### src/rtl/dmem_arbiter_pkg.sv
// Shared types and helpers for the data-memory arbiter.
// Holds the FSM encoding, owner codes, default geometry and the address checker.
package dmem_pkg;

  typedef enum logic [1:0] {
    IDLE   = 2'd0,
    ACCESS = 2'd1,
    RESP   = 2'd2
  } state_t;

  localparam logic OWN_CPU = 1'b0;
  localparam logic OWN_DBG = 1'b1;

  localparam int DEF_DEPTH  = 1024;
  localparam int DEF_DATA_W = 64;

  // An access is rejected when it is not doubleword aligned or falls past the array.
  function automatic logic addr_err(input logic [63:0] addr, input logic [63:0] depth);
    addr_err = (addr[2:0] != 3'd0) || ((addr >> 3) >= depth);
  endfunction

endpackage

### src/rtl/dmem_arbiter.sv
// Two-requester arbiter (pipeline MEM stage and loader/debug port) for the single
// data-memory port, with address checking, mem_ack timeout and cpu stall generation.
module dmem_arbiter
  import dmem_pkg::*;
#(
  parameter int DEPTH    = DEF_DEPTH,
  parameter int DATA_W   = DEF_DATA_W,
  parameter int ADDR_W   = 64,
  parameter int MAX_WAIT = 4,
  parameter int TIMEOUT  = 16
) (
  input  logic                     clock,
  input  logic                     reset,
  input  logic                     cpu_req,
  input  logic                     cpu_we,
  input  logic [ADDR_W-1:0]        cpu_addr,
  input  logic [DATA_W-1:0]        cpu_wdata,
  output logic [DATA_W-1:0]        cpu_rdata,
  output logic                     cpu_ack,
  output logic                     cpu_err,
  output logic                     cpu_stall,
  input  logic                     dbg_req,
  input  logic                     dbg_we,
  input  logic [ADDR_W-1:0]        dbg_addr,
  input  logic [DATA_W-1:0]        dbg_wdata,
  output logic [DATA_W-1:0]        dbg_rdata,
  output logic                     dbg_ack,
  output logic                     dbg_err,
  output logic                     mem_req,
  output logic                     mem_we,
  output logic [$clog2(DEPTH)-1:0] mem_idx,
  output logic [DATA_W-1:0]        mem_wdata,
  input  logic [DATA_W-1:0]        mem_rdata,
  input  logic                     mem_ack
);

  localparam int IDX_W = $clog2(DEPTH);
  localparam int WC_W  = $clog2(MAX_WAIT + 1);
  localparam int TC_W  = $clog2(TIMEOUT + 1);

  state_t              r_state;
  logic                r_busy;
  logic                r_owner;
  logic                r_we;
  logic [ADDR_W-1:0]   r_addr;
  logic [DATA_W-1:0]   r_wdata;
  logic [WC_W-1:0]     r_wait_cnt;
  logic [TC_W-1:0]     r_tmo_cnt;
  logic                r_mem_req;
  logic                r_cpu_ack;
  logic                r_cpu_err;
  logic [DATA_W-1:0]   r_cpu_rdata;
  logic                r_dbg_ack;
  logic                r_dbg_err;
  logic [DATA_W-1:0]   r_dbg_rdata;

  state_t              w_next_state;
  logic                w_grant;
  logic                w_grant_dbg;
  logic                w_addr_err;
  logic                w_resp;
  logic                w_resp_err;
  logic [DATA_W-1:0]   w_resp_data;

  assign w_addr_err = addr_err(64'(r_addr), 64'(DEPTH));
  assign w_resp     = (w_next_state == RESP);

  // Next-state, grant decision and response payload.
  // IDLE with r_busy set is the one-cycle address-check slot after a grant.
  always_comb begin
    w_next_state = r_state;
    w_grant      = 1'b0;
    w_grant_dbg  = 1'b0;
    w_resp_err   = 1'b0;
    w_resp_data  = '0;
    case (r_state)
      IDLE: begin
        if (!r_busy) begin
          if (cpu_req && dbg_req) begin
            w_grant     = 1'b1;
            w_grant_dbg = (r_wait_cnt == WC_W'(MAX_WAIT));
          end else if (cpu_req) begin
            w_grant     = 1'b1;
          end else if (dbg_req) begin
            w_grant     = 1'b1;
            w_grant_dbg = 1'b1;
          end else begin
            w_grant     = 1'b0;
          end
        end else if (w_addr_err) begin
          w_next_state = RESP;
          w_resp_err   = 1'b1;
        end else begin
          w_next_state = ACCESS;
        end
      end
      ACCESS: begin
        // mem_ack takes priority over the timeout terminal count
        if (mem_ack) begin
          w_next_state = RESP;
          w_resp_data  = r_we ? '0 : mem_rdata;
        end else if (r_tmo_cnt == TC_W'(TIMEOUT - 1)) begin
          w_next_state = RESP;
          w_resp_err   = 1'b1;
        end else begin
          w_next_state = ACCESS;
        end
      end
      RESP: begin
        w_next_state = IDLE;
      end
      default: begin
        w_next_state = IDLE;
      end
    endcase
  end

  // State, latched payload, counters and registered outputs.
  always_ff @(posedge clock) begin
    if (reset) begin
      r_state     <= IDLE;
      r_busy      <= 1'b0;
      r_owner     <= OWN_CPU;
      r_we        <= 1'b0;
      r_addr      <= '0;
      r_wdata     <= '0;
      r_wait_cnt  <= '0;
      r_tmo_cnt   <= '0;
      r_mem_req   <= 1'b0;
      r_cpu_ack   <= 1'b0;
      r_cpu_err   <= 1'b0;
      r_cpu_rdata <= '0;
      r_dbg_ack   <= 1'b0;
      r_dbg_err   <= 1'b0;
      r_dbg_rdata <= '0;
    end else begin
      r_state   <= w_next_state;
      r_busy    <= w_grant;
      r_mem_req <= (w_next_state == ACCESS);
      r_tmo_cnt <= ((r_state == ACCESS) && (w_next_state == ACCESS)) ?
                   r_tmo_cnt + TC_W'(1) : '0;

      if (w_grant) begin
        r_owner <= w_grant_dbg ? OWN_DBG : OWN_CPU;
        r_we    <= w_grant_dbg ? dbg_we : cpu_we;
        r_addr  <= w_grant_dbg ? dbg_addr : cpu_addr;
        r_wdata <= w_grant_dbg ? dbg_wdata : cpu_wdata;
      end

      // Count cpu grants that made a waiting dbg requester sit out
      if (w_grant && w_grant_dbg) begin
        r_wait_cnt <= '0;
      end else if (w_grant && dbg_req) begin
        r_wait_cnt <= (r_wait_cnt == WC_W'(MAX_WAIT)) ? r_wait_cnt : r_wait_cnt + WC_W'(1);
      end else if ((r_state == IDLE) && !dbg_req) begin
        r_wait_cnt <= '0;
      end

      r_cpu_ack   <= w_resp && (r_owner == OWN_CPU);
      r_cpu_err   <= w_resp && (r_owner == OWN_CPU) && w_resp_err;
      r_cpu_rdata <= (w_resp && (r_owner == OWN_CPU)) ? w_resp_data : '0;
      r_dbg_ack   <= w_resp && (r_owner == OWN_DBG);
      r_dbg_err   <= w_resp && (r_owner == OWN_DBG) && w_resp_err;
      r_dbg_rdata <= (w_resp && (r_owner == OWN_DBG)) ? w_resp_data : '0;
    end
  end

  assign cpu_ack   = r_cpu_ack;
  assign cpu_err   = r_cpu_err;
  assign cpu_rdata = r_cpu_rdata;
  assign dbg_ack   = r_dbg_ack;
  assign dbg_err   = r_dbg_err;
  assign dbg_rdata = r_dbg_rdata;
  assign cpu_stall = cpu_req & ~r_cpu_ack;

  assign mem_req   = r_mem_req;
  assign mem_we    = r_we & r_mem_req;
  assign mem_idx   = r_addr[IDX_W+2:3];
  assign mem_wdata = r_wdata;

endmodule

### config.mk
export PLATFORM = sky130hd
export DESIGN_NAME = dmem_arbiter
export DESIGN_NICKNAME = d
export VERILOG_FILES = /design/src/rtl/dmem_arbiter_pkg.sv /design/src/rtl/dmem_arbiter.sv
export SDC_FILE = /design/constraint.sdc
export NUM_CORES = 1
export LEC_CHECK = 0
export ABC_AREA = 1
export BUFFER_PORTS_ARGS = -buffer_cell sky130_fd_sc_hd__buf_2
export CAP_MARGIN = 20
export CORE_AREA = 2 2 209 211
export DETAILED_ROUTE_END_ITERATION = 7
export DIE_AREA = 0 0 211 213
export GPL_ROUTABILITY_DRIVEN = 0
export SKIP_CTS_REPAIR_TIMING = 1
export SLEW_MARGIN = 20
export SYNTH_ARGS = -nofsm -noshare
export SYNTH_HDL_FRONTEND = slang
export SYNTH_SLANG_ARGS = --single-unit
### constraint.sdc
create_clock -name clock -period 1.81 [get_ports clock]
set_input_delay 0.543 -clock clock [delete_from_list [all_inputs] [get_ports clock]]
set_output_delay 0.543 -clock clock [all_outputs]
set_load 0.02 [all_outputs]
; ---- After elaboration in Yosys (flattened, before gate mapping)
; Index checks and enable logic that the tools add are counted.
[word_totals]
register_bits = 274
latch_bits = 0
ram_bits = 0
rom_bits = 0
input_bits = 327
output_inout_bits = 209
elab_cells = 79
n_memories = 0
[op_classes]
addsub = 2
mul = 0
div_mod_pow = 0
magnitude_cmp = 1
eq_ne = 6
n_shift = 0
n_mux = 29
bitwise = 7
reduce_logical = 19
[ops]
columns = operator, n
row1 = $mux 64, 5
row2 = $ge 61x11->1 const B, 1
row3 = $mux 1, 15
row4 = $logic_and 1x1->1, 9
row5 = $mux 3, 3
row6 = $mux 2, 4
row7 = $reduce_or 2->1, 4
row8 = $add 5x1->5 const B, 1
row9 = $eq 5x4->1 const B, 1
row10 = $not 1->1, 5
row11 = $eq 2x1->1 const B, 2
row12 = $pmux 2 s2, 1
row13 = $add 3x1->3 const B, 1
row14 = $eq 3x3->1 const B, 1
row15 = $reduce_bool 3->1, 1
row16 = $and 1x1->1, 2
row17 = $eq 2x2->1 const B, 1
row18 = $logic_not 2->1, 1
row19 = $ne 2x2->1 const B, 1
row20 = $pmux 1 s2, 1
row21 = $reduce_and 2->1, 1
row22 = $reduce_bool 2->1, 1
row23 = $logic_not 1->1, 1
row24 = $logic_or 1x1->1, 1

; ---- Longest topological paths before layout
; Gate-level depths: netlist of the first run.
[depth]
depth_word = 9
mapped_depth = 12

; ---- Worst setup path before layout of the first run
; No wires, ideal clock.
[synth_timing]
kind = reg2reg
startpoint = reg r_wait_cnt[0]
endpoint = reg r_addr[38]
arrival_time_ps = 1436
t_required_ps = 1686
slack_ps = 250
stages_incl_launch_ff = 11
synth_period_minus_slack_ps = 1560
cell_sequence = dfxtp_1 -> inv_1 -> ha_1 -> nand2_1 -> inv_1 -> o21ai_2 -> inv_2 -> buf_4 -> buf_2 -> o21ai_0 -> o32ai_1
[synth_between]
elab_chain_len = 5
[synth_rtl]
columns = element, line
row1 = "start, declared", dmem_arbiter.sv:47  ; logic [WC_W-1:0] r_wait_cnt;
row2 = "start signal, assigned", dmem_arbiter.sv:154  ; r_wait_cnt <= (r_wait_cnt == WC_W'(MAX_WAIT)) ? r_wait_cnt : r_wait_cnt + WC_W'(1);
row3 = $eq 3x3->1, dmem_arbiter.sv:81  ; w_grant_dbg = (r_wait_cnt == WC_W'(MAX_WAIT));
row4 = $mux 1, dmem_arbiter.sv:79  ; if (cpu_req && dbg_req) begin
row5 = $mux 1, dmem_arbiter.sv:78  ; if (!r_busy) begin
row6 = $mux 1, dmem_arbiter.sv:76  ; case (r_state)
row7 = $mux 64, dmem_arbiter.sv:146  ; r_addr <= w_grant_dbg ? dbg_addr : cpu_addr;
row8 = "end signal, assigned", dmem_arbiter.sv:146
row9 = "end, declared", dmem_arbiter.sv:45  ; logic [ADDR_W-1:0] r_addr;
; Every way passes these cells.
; A chain may end at the register's enable or synchronous reset.

; ---- Final worst setup path of the first run
[layout_timing]
startpoint = reg r_wait_cnt[1]
endpoint = reg r_addr[56]
; Same word-level chain as after synthesis.

==> results of run 1 <==
[critical path, stage by stage, from the launching register on]
cell	delay [ns]
dfxtp_2	0.34
inv_1	0.07
ha_4	0.16
nand2_4	0.07
inv_4	0.04
o21ai_4	0.21
clkinv_4	0.15
buf_12	0.18
buf_8	0.13
o21ai_4	0.18
o21ai_2	0.08
[final cells by class]
class,count,area [um^2],area share (%)
well taps,546,683,4.56
clock buffers,39,825,5.51
repair buffers,608,3700,24.7
multi-input cells,816,3930,26.2
diodes,3,7.51,0.0502
flip-flops and latches,274,5490,36.7
clock inverters,16,239,1.60
inverters,21,91.3,0.610
[flip-flops by register name (all words and copies together) (netlist names)]
register / cells
r_addr: 64
r_busy: 1
mem_req: 1
r_we: 1
dbg_err: 1
cpu_rdata: 64
r_state: 2
r_tmo_cnt: 5
dbg_ack: 1
r_owner: 1
dbg_rdata: 64
cpu_err: 1
mem_wdata: 64
cpu_ack: 1
r_wait_cnt: 3
[Yosys cell counts (2+ instances only)]
cell type,n
a21oi_1,9
buf_1,5
buf_2,32
buf_4,29
buf_6,6
clkbuf_1,35
dfxtp_1,274
ha_1,4
inv_1,19
inv_2,2
nand2_1,27
nand3_1,195
nand3_2,2
nand4_1,2
nor2_1,304
nor2_4,4
o21ai_0,110
o21ai_1,149
o32ai_1,2
[power groups by stage]
stage	Clock, mW	Combinational (mW)	Sequential [mW]
global placement	0	2.01	6.63
finish	6.53	2.21	6.52
global route	6.92	2.42	6.55
detailed placement	0	2.02	6.64
floorplan	0	0.876	6.81
CTS	6.69	2.03	6.52
[worst max-delay path by stage]
stage	end	slack, ns	cells past startpoint	startpoint
floorplan	r_addr[38]	0.25	10	r_wait_cnt[0]
global placement	r_addr[56]	-0.32	8	cpu_req
detailed placement	r_addr[56]	-0.31	10	r_wait_cnt[0]
CTS	r_addr[56]	-0.34	10	r_wait_cnt[0]
global route	r_addr[56]	-0.02	10	r_wait_cnt[0]
finish	r_addr[56]	0.08	10	r_wait_cnt[1]
[routing by layer]
| metal | vias up | routed length, um |
|---|---|---|
| li1 | 5131 | - |
| met1 | 4772 | 14700 |
| met2 | 465 | 20000 |
| met3 | 77 | 2740 |
| met4 | 4 | 1520 |
| met5 | - | 24 |
[through the flow]
step | setup WS, ns | TNS (ns) | cell area (um^2)
after global placement | -0.317 | -10.08 | 13300
final | 0.0848 | 0 | 15000
after floorplan | 0.250 | 0 | 9920
after detailed placement | -0.312 | -11.08 | 13300
after CTS | -0.344 | -13.52 | 14400
after global routing | -0.0209 | -0.118 | 15000
[kinds of logic after synthesis]
family,synth area share (%)
AND/OR/NAND/NOR,23.5
flip-flops,55.3
AO/OA/AOI/OAI,13.8
buffers and inverters,6.80
adder cells (fa/ha/maj),0.505
XOR/XNOR,0.0883
==> flow_summary.json, run 1 <==
{
  "crit_path_max_fanout": 8,
  "power_frac_seq_pct": 42.7,
  "hp-start": "dbg_addr[62]",
  "reg2regPathDepth": 10,
  "slew_headroom_pct": 79.2,
  "grt_start_max_net_pins": 58,
  "first_pass_iters": 7,
  "grt_pass1_wl_um": 53900,
  "final_cell_mix": "534 x buf_2, 295 x nor2_1, 270 x dfxtp_1, 195 x nand3_1, 182 x o21ai_1",
  "worstHoldPathCells": 3,
  "ff2ff_setup_slack_ns": 0.08,
  "final_util_pct": 35.1,
  "io_buffers": 535,
  "cp-end-kind": "flip-flop",
  "power_mw": 15.3,
  "place_inst": 2245,
  "drv_slew": 0,
  "ys_warn_count": 0,
  "finalNetCount": 2082,
  "fin_cells": 2323,
  "min_to": "r_addr[62]",
  "min_path_type": "input pin to flip-flop",
  "initial_core_util_pct": 23.2,
  "vias": 10449,
  "synth_nets": 1549,
  "syn_to_final_growth_pct": 50.9,
  "syn_area_per_cell_um2": 8.14,
  "rsz0062_at_grt": "yes",
  "insertion_delay_ns": 0.58,
  "combPwrFrac_pct": 14.5,
  "die_h_um": 213,
  "drt-total-wl_um": 39000,
  "hold_ws_ns": 0.210,
  "cts_tree": "built",
  "synth_cells": 1218,
  "min_period_ns": 1.73,
  "power.share.switching_pct": 26.6,
  "grt.busiest_layer": "met2",
  "finalHoldViolCount": 0,
  "intPower_mw": 11.2,
  "fill_cells": 4396,
  "ys_types": 27,
  "tightest_slew_ns": 0.310,
  "worst_ir_drop_vdd_mv": 0.750,
  "yosysTopAreaCell": "dfxtp_1",
  "netlist_area_um2": 9920,
  "cts_made_buffers": 30,
  "synth_edf_count": 0,
  "setup-violations-final": 0,
  "criticalPathCategory": "flip-flop to flip-flop",
  "ys.flop_type": "dfxtp_1",
  "met3_usage_pct": 3.91,
  "vias_per_cell": 4.50,
  "grt_usage_pct": 15.3,
  "io_pins": 536,
  "drc": 0,
  "mostFrequentLayoutCell": "buf_2",
  "status": "finished, final reports clean",
  "cts.path.max_buffers": 3,
  "path_clk_slew_ns": 0.06,
  "htreeDepth": 1,
  "rr_startpoint": "r_wait_cnt[1]",
  "start_kind": "flip-flop",
  "synth_top_area_share_pct": 55.3,
  "p_leak_nw": 6.81,
  "grt_use_met1_pct": 16.6,
  "arrival_ns": 2.19,
  "cts-root-buf": "clkbuf_16",
  "grtUsageMet2_pct": 28.4,
  "max_cap_violations": 0,
  "cts.sinks": 274,
  "antenna_found_initial": 8,
  "grt_pass1_vias": 10085,
  "fin_skew_ns": 0.0120,
  "dp_hpwl_um": 27900,
  "async_flop_share_pct": 0,
  "max_freq_ghz": 0.580,
  "rows": 76,
  "drt_iter0_markers": 626,
  "power.density_nw_per_um2": 1020,
  "synthTopCellsByArea": "dfxtp_1 55%, nor2_1 12%, nand3_1 9.8%, o21ai_1 7.5%, o21ai_0 5.5%",
  "synth-seq-area-share_pct": 55.3,
  "wire_per_inst_um": 16.8,
  "dieArea_um2": 44900,
  "fin_crit_sh_pct": 95.3,
  "switching_power_mw": 4.06,
  "die_w_um": 211,
  "core-area_um2": 42700,
  "ant_nets": 0,
  "layout-drive-gt1-share_pct": 39.9,
  "r2r-end": "r_addr[56]",
  "grt_overflow": 0,
  "clkPwrFrac_pct": 42.8,
  "worst-endpoint-required_ns": 2.27,
  "ys_ff_latch": 274
}
Power figures use the tool's default switching activity.
==> run 2: changes to the inputs <==
BUFFER_PORTS_ARGS = -buffer_cell sky130_fd_sc_hd__clkbuf_2   (was -buffer_cell sky130_fd_sc_hd__buf_2)
CORE_AREA = 2 2 208 210   (was 2 2 209 211)
DIE_AREA = 0 0 210 212   (was 0 0 211 213)
==> run 2 against run 1 <==
Compared with the run above:
- the run now ends with setup timing left
- clock skew up 0.0075 ns
- first-iteration DRC count grew 15%
- critical path depth rose by 1
- total power decreased by 4.0%
- wire length rose by 4.1%
- final area increased by 0.38%
- global-route usage increased by 0.25 points
- non-clock buffer count is 6 higher
- sequential power about the same
- register-to-register slack lost 0.10 ns
- clock-buffer cell count is 5 lower
- combinational power is 4% higher
- largest cell class unchanged
==> flow_summary.json, run 2 (synthesis gave the netlist of run 1 again) <==
{
  "grt_pass1_wl_um": 54200,
  "dr_wl_met3_um": 2870,
  "criticalPathCategory": "flip-flop to flip-flop",
  "drv_slew": 0,
  "dieArea_um2": 44500,
  "initial_core_util_pct": 23.3,
  "core-area_um2": 42500,
  "drt-total-wl_um": 40600,
  "rsz0062_at_grt": "yes",
  "top_layer": "met5",
  "drt_iter0_markers": 718,
  "fin_skew_ns": 0.0195,
  "cts.sinks": 274,
  "violations": "setup timing",
  "final_util_pct": 35.3,
  "ant_nets": 0,
  "path_clk_slew_ns": 0.07,
  "die_w_um": 210,
  "crit_path_start": "r_wait_cnt[0]",
  "die_h_um": 212,
  "tightest_slew_ns": 0.421,
  "cts-root-buf": "clkbuf_16",
  "rr_startpoint": "r_wait_cnt[0]",
  "slew_headroom_pct": 71.7,
  "min_path_type": "input pin to flip-flop",
  "wire_per_inst_um": 17.4,
  "finalHoldViolCount": 0,
  "crit_path_max_fanout": 12,
  "cts_made_buffers": 29,
  "vias_per_cell": 4.55,
  "rows": 76,
  "grt_usage_pct": 15.6,
  "first_pass_iters": 5,
  "drc": 0,
  "setup_ws_ns": -0.0166,
  "mostFrequentLayoutCell": "clkbuf_2",
  "arrival_ns": 2.27,
  "min_period_ns": 1.83,
  "setup-violations-final": 1,
  "cp-end-kind": "flip-flop",
  "status": "complete, but fails checks",
  "layout-drive-gt1-share_pct": 41.3,
  "final_cell_mix": "534 x clkbuf_2, 281 x nor2_1, 266 x dfxtp_1, 206 x o21ai_1, 195 x nand3_1",
  "power_mw": 14.6,
  "wl_met2_um": 20600,
  "syn_to_final_growth_pct": 51.5,
  "fin_crit_sh_pct": 101,
  "vias": 10583,
  "grt_start_max_net_pins": 68,
  "hp-start": "dbg_addr[8]",
  "insertion_delay_ns": 0.57,
  "io_pins": 536,
  "finalNetCount": 2088,
  "p_leak_nw": 6.71,
  "antenna_found_initial": 7,
  "start_kind": "flip-flop",
  "wl_met1_um": 15500,
  "max_cap_violations": 0,
  "power.density_nw_per_um2": 975,
  "cts_tree": "built",
  "cts.path.max_buffers": 3,
  "max_freq_ghz": 0.547,
  "grt_pass1_vias": 9951,
  "dp_hpwl_um": 27900,
  "grt_overflow": 0,
  "io_buffers": 535,
  "worst_ir_drop_vdd_mv": 0.514,
  "worst-endpoint-required_ns": 2.25,
  "htreeDepth": 1
}
==> run 2: path summary, 6_finish.rpt <==
path	slack (ns)	depth (start not counted)	to
setup / recovery	-0.02	11	mem_wdata[57]
hold / removal	0.23	3	r_addr[8]
setup reg to reg	-0.02	11	mem_wdata[57]
hold reg to reg	0.42	1	r_tmo_cnt[0]
==> run 2: critical path: stages (launching register included) <==
cell     delay [ns]
dfxtp_2        0.33
inv_1          0.06
ha_1           0.20
nand2_1        0.09
inv_1          0.08
o21ai_4        0.17
buf_12         0.14
inv_4          0.04
buf_6          0.15
buf_6          0.15
o21ai_0        0.21
o21ai_1        0.09
==> run 2: report_power, final <==
| part | switching, mW | internal (mW) |
|---|---|---|
| Sequential | 0.171 | 6.35 |
| Clock | 2.52 | 3.31 |
| Combinational | 1.35 | 0.942 |
| Total | 4.04 | 10.6 |
==> run 2: routing by layer <==
layer | vias to the layer above | GRT usage (%)
met3 | 88 | 3.90
met5 | - | 0
li1 | 5160 | -
met2 | 456 | 28.5
met4 | 8 | 6.82
met1 | 4871 | 17.1
==> run 2: area by class of cell <==
type | instances | area (um^2)
Tap cell | 546 | 683
Fill cell | 4414 | 27500
Inverter | 21 | 86.3
Multi-Input combinational cell | 817 | 4030
Antenna cell | 2 | 5.00
Timing Repair Buffer | 614 | 3790
Clock inverter | 18 | 165
Sequential cell | 274 | 5500
Clock buffer | 34 | 764
==> run 2: through the flow <==
| stage | area (um^2) | instances | worst slack, ns | TNS [ns] | hold slack, ns |
|---|---|---|---|---|---|
| finish | 15000 | 2326 | -0.0166 | -0.0166 | 0.228 |
| global route | 15000 | 2325 | -0.0658 | -1.52 | 0.223 |
| CTS | 14300 | 2299 | -0.228 | -24.97 | 0.202 |
| detailed placement | 13300 | 2247 | -0.237 | -21.63 | 0.447 |
| global placement | 13300 | 2247 | -0.195 | -14.14 | 0.433 |
| floorplan | 9920 | 1218 | 0.250 | 0 | 0.418 |
==> run 3: changes to the inputs <==
SETUP_SLACK_MARGIN = 0.1   (was unset)
==> run 3 against run 2 <==
Compared with the run above:
- the flow now finishes without violations
- clock-buffer cell count did not move
- sequential power hardly changed
- setup slack better by 0.037 ns
- cell count is 1.4% higher
- clock power about the same
- combinational power is 14% higher
- critical path type unchanged
- largest cell class unchanged
- highest routed layer unchanged
==> flow_summary.json, run 3 (synthesis gave the netlist of run 1 again) <==
{
  "syn_to_final_growth_pct": 63.7,
  "finalNetCount": 2121,
  "cts.sinks": 274,
  "drt_iter0_markers": 709,
  "tightest_slew_ns": 0.417,
  "io_pins": 536,
  "dp_hpwl_um": 27900,
  "wire_per_inst_um": 18.7,
  "insertion_delay_ns": 0.57,
  "worst_ir_drop_vdd_mv": 0.509,
  "max_cap_violations": 0,
  "fin_cells": 2359,
  "core-area_um2": 42500,
  "initial_core_util_pct": 23.3,
  "power.density_nw_per_um2": 924,
  "mostFrequentLayoutCell": "clkbuf_2",
  "final_cell_mix": "529 x clkbuf_2, 264 x dfxtp_1, 221 x nor2_1, 200 x o21ai_1, 195 x nand3_1",
  "criticalPathCategory": "flip-flop to flip-flop",
  "grt_start_max_net_pins": 68,
  "antenna_found_initial": 7,
  "drv_slew": 0,
  "cts.path.max_buffers": 3,
  "grt_usage_pct": 15.6,
  "die_w_um": 210,
  "min_path_type": "input pin to flip-flop",
  "grt_pass1_wl_um": 54200,
  "cts-root-buf": "clkbuf_16",
  "fin_crit_sh_pct": 98.9,
  "place_inst": 2247,
  "rr_startpoint": "r_addr[40]",
  "min_period_ns": 1.79,
  "worst-endpoint-required_ns": 2.25,
  "max_freq_ghz": 0.559,
  "fin_skew_ns": 0.0182,
  "arrival_ns": 2.23,
  "fill_cells": 4262,
  "start_kind": "flip-flop",
  "vias": 10950,
  "p_leak_nw": 7.08,
  "ant_nets": 0,
  "cp-end-kind": "flip-flop",
  "drt-total-wl_um": 44100,
  "status": "finished, final reports clean",
  "setup-violations-final": 0,
  "final_util_pct": 38.2,
  "layout-drive-gt1-share_pct": 47.9,
  "hp-start": "dbg_addr[47]",
  "dieArea_um2": 44500,
  "grt_pass1_vias": 9951,
  "slew_headroom_pct": 72.0,
  "tns_ns": 0,
  "cts_tree": "built",
  "first_pass_iters": 5,
  "grt_overflow": 0,
  "finalHoldViolCount": 0,
  "rsz0062_at_grt": "yes",
  "cts_made_buffers": 29,
  "die_h_um": 212,
  "drc": 0,
  "rows": 76,
  "crit_path_max_fanout": 7,
  "vias_per_cell": 4.64,
  "htreeDepth": 1,
  "io_buffers": 535,
  "path_clk_slew_ns": 0.06,
  "crit_path_start": "r_addr[40]"
}
-- run 3: changes by cell type in the layout (fill, tap and decap cells not counted), moves of 4 or more --
cell and delta:
clkbuf_16 +16, inv_1 -5, o21ai_0 -24, o21ai_2 +25, nor2_4 +26, clkbuf_2 -5, nor2_1 -60, inv_2 +5
o21ai_1 -6, o21ai_4 +5, buf_8 +6, buf_12 +4, nor2_2 +34, buf_6 +9
-- run 3: final cells by class --
class / instances / area, um^2 / area share, %
clock inverter: 18 / 165 / 1.02
inverter: 21 / 100 / 0.616
clock buffer: 34 / 764 / 4.71
antenna: 2 / 5.00 / 0.0308
timing repair buffer: 646 / 4510 / 27.8
sequential: 274 / 5510 / 33.9
multi-input combinational: 818 / 4500 / 27.7
tap: 546 / 683 / 4.21
-- run 3: path summary, 6_finish.rpt --
check	slack (ns)	end	depth (start not counted)
worst max-delay path	0.02	cpu_rdata[33]	11
worst min-delay path	0.23	r_addr[47]	3
worst max register to register	0.02	cpu_rdata[33]	11
worst min register to register	0.42	r_tmo_cnt[0]	1
-- run 3: routing by layer --
metal | track usage [%] | part of all wire, % | vias up | wire [um]
met5 | 0 | 0.12 | - | 51
met3 | 3.90 | 7.3 | 109 | 3230
met2 | 28.5 | 51 | 536 | 22400
met4 | 6.82 | 4.3 | 8 | 1890
li1 | - | - | 5224 | -
met1 | 17.1 | 38 | 5073 | 16600
-- run 3: metrics by stage --
stage / setup slack [ns] / area [um^2] / power [mW] / hold slack (ns)
floorplan: 0.250 / 9920 / 7.68 / 0.418
global placement: -0.195 / 13300 / 8.65 / 0.433
detailed placement: -0.237 / 13300 / 8.67 / 0.447
CTS: -0.228 / 14300 / 14.5 / 0.202
global route: -0.0494 / 16200 / 15.6 / 0.216
finish: 0.0202 / 16200 / 15.0 / 0.225
-- run 3: power by group --
group | leakage, nW | switching (mW) | internal, mW | total, mW
Clock | 0.453 | 2.55 | 3.31 | 5.86
Combinational | 4.39 | 1.49 | 1.13 | 2.62
Sequential | 2.24 | 0.175 | 6.35 | 6.52
-- run 3: worst max-delay path, stage by stage, from the launching register on --
cell and delay [ns]:
dfxtp_2 0.32, nor2_1 0.09, nand2_1 0.06, nor2_2 0.16, nand2_1 0.12, nor2_2 0.16
nand2_2 0.11, nand2_4 0.11, nand2_8 0.09, nand3_4 0.19, clkbuf_16 0.20, nor2_1 0.05
